===== src/rtl/irq_sequencer.sv =====
// irq_sequencer: arbitrates reset, NMI, BRK and IRQ entry and steps the shared
// datapath through push PCH / push PCL / push P / vector low / vector high.
// While a sequence runs the decoder is held off (busy) and its controls are
// overridden by the strobes below.
module irq_sequencer #(
  parameter logic [15:0] NMI_VEC = 16'hFFFA,
  parameter logic [15:0] RST_VEC = 16'hFFFC,
  parameter logic [15:0] IRQ_VEC = 16'hFFFE
) (
  input  logic        clk_2,
  input  logic        rst,
  input  logic        nmi,
  input  logic        irq,
  input  logic        i_flag,
  input  logic        brk_req,
  input  logic        instr_done,
  output logic        busy,
  output logic        flush,
  output logic        w_rd,
  output logic [1:0]  addr_sel,
  output logic [1:0]  data_sel,
  output logic        sp_dec,
  output logic        pc_load_lo,
  output logic        pc_load_hi,
  output logic        set_i,
  output logic        b_flag,
  output logic [15:0] vec_addr
);

  typedef enum logic [2:0] {
    S_HOLD,
    S_IDLE,
    S_PUSH_PCH,
    S_PUSH_PCL,
    S_PUSH_P,
    S_VEC_LO,
    S_VEC_HI
  } state_t;

  typedef enum logic [1:0] {
    K_RST,
    K_NMI,
    K_BRK,
    K_IRQ
  } kind_t;

  state_t      r_state;
  state_t      w_state_nxt;
  kind_t       r_kind;
  kind_t       w_kind_nxt;
  logic        r_nmi_pend;
  logic        r_nmi_q;
  logic        w_nmi_edge;
  logic        w_nmi_clr;
  logic        w_irq_req;
  logic        w_brk_or_irq;
  logic [15:0] w_vec_base;

  // NMI is edge-triggered: a rising edge is remembered until it is serviced,
  // whatever the sequencer happens to be doing at the time.
  assign w_nmi_edge   = nmi & ~r_nmi_q;
  assign w_irq_req    = irq & ~i_flag;
  assign w_brk_or_irq = (r_kind == K_BRK) || (r_kind == K_IRQ);

  // State, entry kind and NMI latch; reset parks the sequencer in HOLD.
  // NOTE: sequential state uses non-blocking (<=) so every register samples
  // the pre-edge values; blocking here would create order-dependent races.
  always_ff @(posedge clk_2 or negedge rst) begin
    if (!rst) begin
      r_state    <= S_HOLD;
      r_kind     <= K_RST;
      r_nmi_pend <= 1'b0;
      r_nmi_q    <= 1'b0;
    end else begin
      r_state    <= w_state_nxt;
      r_kind     <= w_kind_nxt;
      r_nmi_q    <= nmi;
      // A fresh edge wins over a clear in the same cycle: it is a new request.
      r_nmi_pend <= w_nmi_edge | (r_nmi_pend & ~w_nmi_clr);
    end
  end

  // Next state: arbitration at instruction boundaries and NMI hijack in PUSH_P.
  // NOTE: every signal driven here gets a default first, so no path through
  // the case leaves one unassigned and no latch is inferred.
  always_comb begin
    w_state_nxt = r_state;
    w_kind_nxt  = r_kind;
    w_nmi_clr   = 1'b0;
    unique case (r_state)
      S_HOLD: begin
        w_state_nxt = S_PUSH_PCH;
        w_kind_nxt  = K_RST;
      end
      S_IDLE: begin
        if (instr_done) begin
          if (r_nmi_pend) begin
            w_kind_nxt  = K_NMI;
            w_nmi_clr   = 1'b1;
            w_state_nxt = S_PUSH_PCH;
          end else if (brk_req) begin
            w_kind_nxt  = K_BRK;
            w_state_nxt = S_PUSH_PCH;
          end else if (w_irq_req) begin
            w_kind_nxt  = K_IRQ;
            w_state_nxt = S_PUSH_PCH;
          end
        end
      end
      S_PUSH_PCH: w_state_nxt = S_PUSH_PCL;
      S_PUSH_PCL: w_state_nxt = S_PUSH_P;
      S_PUSH_P: begin
        // A pending NMI redirects a BRK/IRQ entry to the NMI vector; the
        // status byte already pushed keeps the original B bit.
        if (r_nmi_pend && w_brk_or_irq) begin
          w_kind_nxt = K_NMI;
          w_nmi_clr  = 1'b1;
        end
        w_state_nxt = S_VEC_LO;
      end
      S_VEC_LO: w_state_nxt = S_VEC_HI;
      S_VEC_HI: w_state_nxt = S_IDLE;
      default:  w_state_nxt = S_HOLD;
    endcase
  end

  // Vector base selected by the (possibly hijacked) entry kind.
  always_comb begin
    unique case (r_kind)
      K_NMI:   w_vec_base = NMI_VEC;
      K_RST:   w_vec_base = RST_VEC;
      default: w_vec_base = IRQ_VEC;
    endcase
  end

  // Datapath controls decoded purely from state and kind, so an async reset
  // drops every strobe as soon as the state register is cleared.
  always_comb begin
    busy       = 1'b1;
    flush      = 1'b0;
    w_rd       = 1'b0;
    addr_sel   = 2'd0;
    data_sel   = 2'd0;
    sp_dec     = 1'b0;
    pc_load_lo = 1'b0;
    pc_load_hi = 1'b0;
    set_i      = 1'b0;
    b_flag     = 1'b0;
    vec_addr   = 16'h0000;
    unique case (r_state)
      S_HOLD: ;
      S_IDLE: busy = 1'b0;
      S_PUSH_PCH, S_PUSH_PCL, S_PUSH_P: begin
        addr_sel = 2'd1;
        sp_dec   = 1'b1;
        // Reset entry performs dummy reads while still walking SP down.
        w_rd     = (r_kind != K_RST);
        if (r_state == S_PUSH_PCL) data_sel = 2'd1;
        if (r_state == S_PUSH_P) begin
          data_sel = 2'd2;
          b_flag   = (r_kind == K_BRK);
        end
      end
      S_VEC_LO: begin
        addr_sel   = 2'd2;
        pc_load_lo = 1'b1;
        set_i      = 1'b1;
        vec_addr   = w_vec_base;
      end
      S_VEC_HI: begin
        addr_sel   = 2'd2;
        pc_load_hi = 1'b1;
        flush      = 1'b1;
        vec_addr   = w_vec_base + 16'd1;
      end
      default: ;
    endcase
  end

endmodule


===== config.mk =====
export PLATFORM = sky130hd
export DESIGN_NAME = irq_sequencer
export DESIGN_NICKNAME = d
export VERILOG_FILES = /design/src/rtl/irq_sequencer.sv
export SDC_FILE = /design/constraint.sdc
export NUM_CORES = 1
export LEC_CHECK = 0
export ABC_CLOCK_PERIOD_IN_PS = 1800
export CAP_MARGIN = 20
export CORE_MARGIN = 1
export CORE_UTILIZATION = 38
export CTS_BUF_LIST = sky130_fd_sc_hd__clkbuf_2
export DETAILED_ROUTE_END_ITERATION = 10
export PLACE_DENSITY = 0.81
export SETUP_SLACK_MARGIN = 0.4
export SLEW_MARGIN = 20
export SYNTH_ARGS = -nofsm -noshare
export SYNTH_HDL_FRONTEND = slang
export SYNTH_SLANG_ARGS = --single-unit

===== constraint.sdc =====
create_clock -name clk_2 -period 1.8 [get_ports clk_2]
set_input_delay 0.36 -clock clk_2 [delete_from_list [all_inputs] [get_ports clk_2]]
set_output_delay 0.36 -clock clk_2 [all_outputs]
set_load 0.01 [all_outputs]

==> out/metrics.json <==
{
  "grt": {
    "grt.overflow.total": 0,
    "overall_fraction_of_global_route_tracks_in_use_pct": 23.2,
    "grt_antenna_before_repair": 0,
    "number_of_global_route_vias_before_repair": 605,
    "grt_first_pass_wirelength_um": 2500,
    "largest_net_degree_at_the_start_of_global_routing": 9
  },
  "clock_network": {
    "cts_tree": "done",
    "cts-htree-levels": 1,
    "number_of_cts_inserted_buffers": 3,
    "cts_num_sinks": 7,
    "postCtsHoldBufs": 0,
    "clkSlewWorstSetupHoldPaths_ns": 0.07,
    "worst_skew_late_latency_ns": 0.24,
    "cts_root_buffer": "sky130_fd_sc_hd__clkbuf_2",
    "clk_path_buf_depth": 2
  },
  "cells_and_area": {
    "fin_cells": 134,
    "layout_commonest_cell": "sky130_fd_sc_hd__buf_6",
    "antenna_cells": 0,
    "layout.nets": 127,
    "fraction_of_final_layout_cells_with_drive_strength_greater_than_1_pct": 68.1,
    "area_growth_syn_to_layout_pct": 106,
    "most-common-layout-cells": "31 x sky130_fd_sc_hd__buf_6, 15 x sky130_fd_sc_hd__buf_4, 9 x sky130_fd_sc_hd__buf_2, 7 x sky130_fd_sc_hd__inv_1, 6 x sky130_fd_sc_hd__clkdlybuf4s50_1"
  },
  "worst_setup_path": {
    "cp_slowest_cell": "sky130_fd_sc_hd__dfrtp_2",
    "endpoint_class_of_the_critical_path": "primary output",
    "crit_type": "reg -> out",
    "timing.critical_path.required_ns": 1.44,
    "critical-path-max-stage-delay_ns": 0.46,
    "path_cells": "xor2_1 > nand2_2 > buf_6 > a21oi_2 > buf_2",
    "cell_family_with_the_largest_share_of_critical_path_delay": "flip-flops",
    "timing.critical_path.buf_inv": 2,
    "worst-r2r-cell-count": 5,
    "cp_max_fo": 4,
    "arrival_ns": 1.52,
    "start_kind": "flop",
    "worstSetupPathDepth": 5
  },
  "floorplanning": {
    "coreArea_um2": 1370,
    "fp.dieH_um": 41.2,
    "effective_utilization_at_floorplan_pct": 42.7,
    "top_level_ports": 35,
    "fp-row-count": 13,
    "die_area_um2": 1690,
    "width_of_the_die_um": 41.2
  },
  "power_and_ir_drop": {
    "vdd.ir_drop.worst_v": 0.00129,
    "total_power_mw": 2.39,
    "leakagePower_nw": 0.598,
    "pwr_density_cell_nw_per_um2": 1990
  },
  "route": {
    "drt-wirelength-per-cell_um": 16.6,
    "wl_um": 2230,
    "drt_iter0_drc": 14,
    "postRouteAntennaNets": 0,
    "drt_via_density": 5.39,
    "dr_total_vias": 722,
    "drc": 0,
    "detailedRoute.firstPassIterationCount": 4
  },
  "sta": {
    "final.setup.worst_slack_ns": -0.0776,
    "timing_hold_violations_final": 0,
    "post-route-period-util_pct": 104,
    "min_period_ns": 1.88,
    "finalClockSkew_ns": 0.00605,
    "max_freq_ghz": 0.533,
    "timing.max_slew.rel_slack_pct": 76.4,
    "max_slew.worst_pin.slew_ns": 0.354,
    "setup-violations-final": 2,
    "rsz0062_at_grt": "true",
    "report.final.slew_viol_count": 0
  },
  "logic_synthesis": {
    "synth.top_cell.area_share_pct": 30.0,
    "ys_ff_latch": 7,
    "seq_area_frac_synth_pct": 30.0,
    "synthDistinctLibCells": 26,
    "synthesized_netlist_cell_count": 69,
    "synth_warnings": 0,
    "mapped_cell_area_um2": 583,
    "mapped_nets": 76,
    "syn-mean-instance-area_um2": 8.45,
    "synth_top_cell_by_area": "sky130_fd_sc_hd__dfrtp_1",
    "ys_top_cells_by_area": "sky130_fd_sc_hd__dfrtp_1 30%, sky130_fd_sc_hd__buf_4 19%, sky130_fd_sc_hd__inv_1 5.2%"
  },
  "run_status": {
    "violations": "setup timing",
    "outcome": "finished, violations left"
  },
  "worst_hold_path": {
    "worstHoldPathType": "in -> async"
  },
  "placement": {
    "hpwlAfterDp_um": 1100,
    "dpl.cell_count": 113,
    "place.gp.congestion": 0.878,
    "place.port_buffers": 34
  },
  "flow_run": {
    "timing.max_cap.violations": 0
  }
}
==> area by class of cell <==
cell class,count,area [um^2]
repair buffers,62,582
multi-input cells,37,355
flip-flops and latches,7,179
fillers,59,166
inverters,8,37.5
clock buffers,4,20.0
well taps,15,18.8
repair inverters,1,7.51
==> kinds of logic after synthesis <==
logic type / count (synthesis) / share of synthesized area [%]
buffers and inverters: 25 / 26.0
flip-flops: 7 / 30.0
XOR/XNOR: 1 / 1.50
AO/OA/AOI/OAI: 20 / 27.3
AND/OR/NAND/NOR: 16 / 15.2
==> state kept, by name (all words and copies together), names as in the netlist <==
name	cells
r_kind	2
r_nmi_pend	1
r_nmi_q	1
r_state	3
==> through the flow <==
step | instance area (um^2) | setup slack (ns) | hold WS, ns | utilization [%] | TNS (ns)
finish | 1200 | -0.0776 | 0.379 | 87.8 | -0.0919
global route | 1200 | -0.119 | 0.398 | 87.8 | -0.382
CTS | 1100 | 0.0516 | 0.381 | 80.4 | 0
detailed placement | 923 | -0.0549 | 0.433 | 67.6 | -0.324
global placement | 923 | -0.0314 | 0.414 | 67.6 | -0.0616
floorplan | 651 | 0.225 | 0.0644 | - | 0
==> what timing repair did <==
item | CTS | global route
gates resized for setup | 153 | 19
buffers inserted | 14 | 2
pin swaps | 8 | 7
setup endpoints to repair | 32 | 33
gates cloned | 1 | 0
==> cells in the mapped netlist <==
master,n
sky130_fd_sc_hd__nand2_1,2
sky130_fd_sc_hd__and3_1,1
sky130_fd_sc_hd__and2_1,1
sky130_fd_sc_hd__nor3b_1,2
sky130_fd_sc_hd__o21a_1,2
sky130_fd_sc_hd__xor2_1,1
sky130_fd_sc_hd__buf_4,15
sky130_fd_sc_hd__a2111oi_1,1
sky130_fd_sc_hd__nand3_1,1
sky130_fd_sc_hd__nor2_1,5
sky130_fd_sc_hd__dfrtp_1,7
sky130_fd_sc_hd__o21bai_1,2
sky130_fd_sc_hd__o21ai_0,2
sky130_fd_sc_hd__inv_1,8
sky130_fd_sc_hd__o211ai_1,2
sky130_fd_sc_hd__nand2b_1,1
sky130_fd_sc_hd__a21oi_1,4
sky130_fd_sc_hd__a22o_1,1
sky130_fd_sc_hd__a21o_1,3
sky130_fd_sc_hd__clkbuf_1,1
sky130_fd_sc_hd__a211oi_1,1
sky130_fd_sc_hd__nor2b_1,2
sky130_fd_sc_hd__buf_2,1
sky130_fd_sc_hd__or3b_4,1
sky130_fd_sc_hd__a21boi_0,1
sky130_fd_sc_hd__a2111oi_4,1
==> final timing paths <==
check	startpoint	to	slack (ns)
min reg2reg	r_nmi_q	r_nmi_pend	0.44
max in group asynchronous	rst	r_state[2]	1.16
max reg2reg	r_state[1]	r_kind[0]	0.11
max	r_state[0]	vec_addr[2]	-0.08
min	rst	r_state[0]	0.38
min in group clk_2	r_nmi_q	r_nmi_pend	0.44
==> power breakdown <==
group | switching [mW] | internal (mW) | total (mW)
Combinational | 0.819 | 1.09 | 1.91
Sequential | 0.141 | 0.229 | 0.370
Clock | 0.0587 | 0.0590 | 0.118
==> metal layers <==
metal,track usage (%),routed length (um),vias up
li1,-,-,321
met5,0,0,-
met3,5.98,169,5
met4,4.84,27,0
met1,23.9,893,345
met2,45.7,1140,51
(Power assumes the default switching activity.)
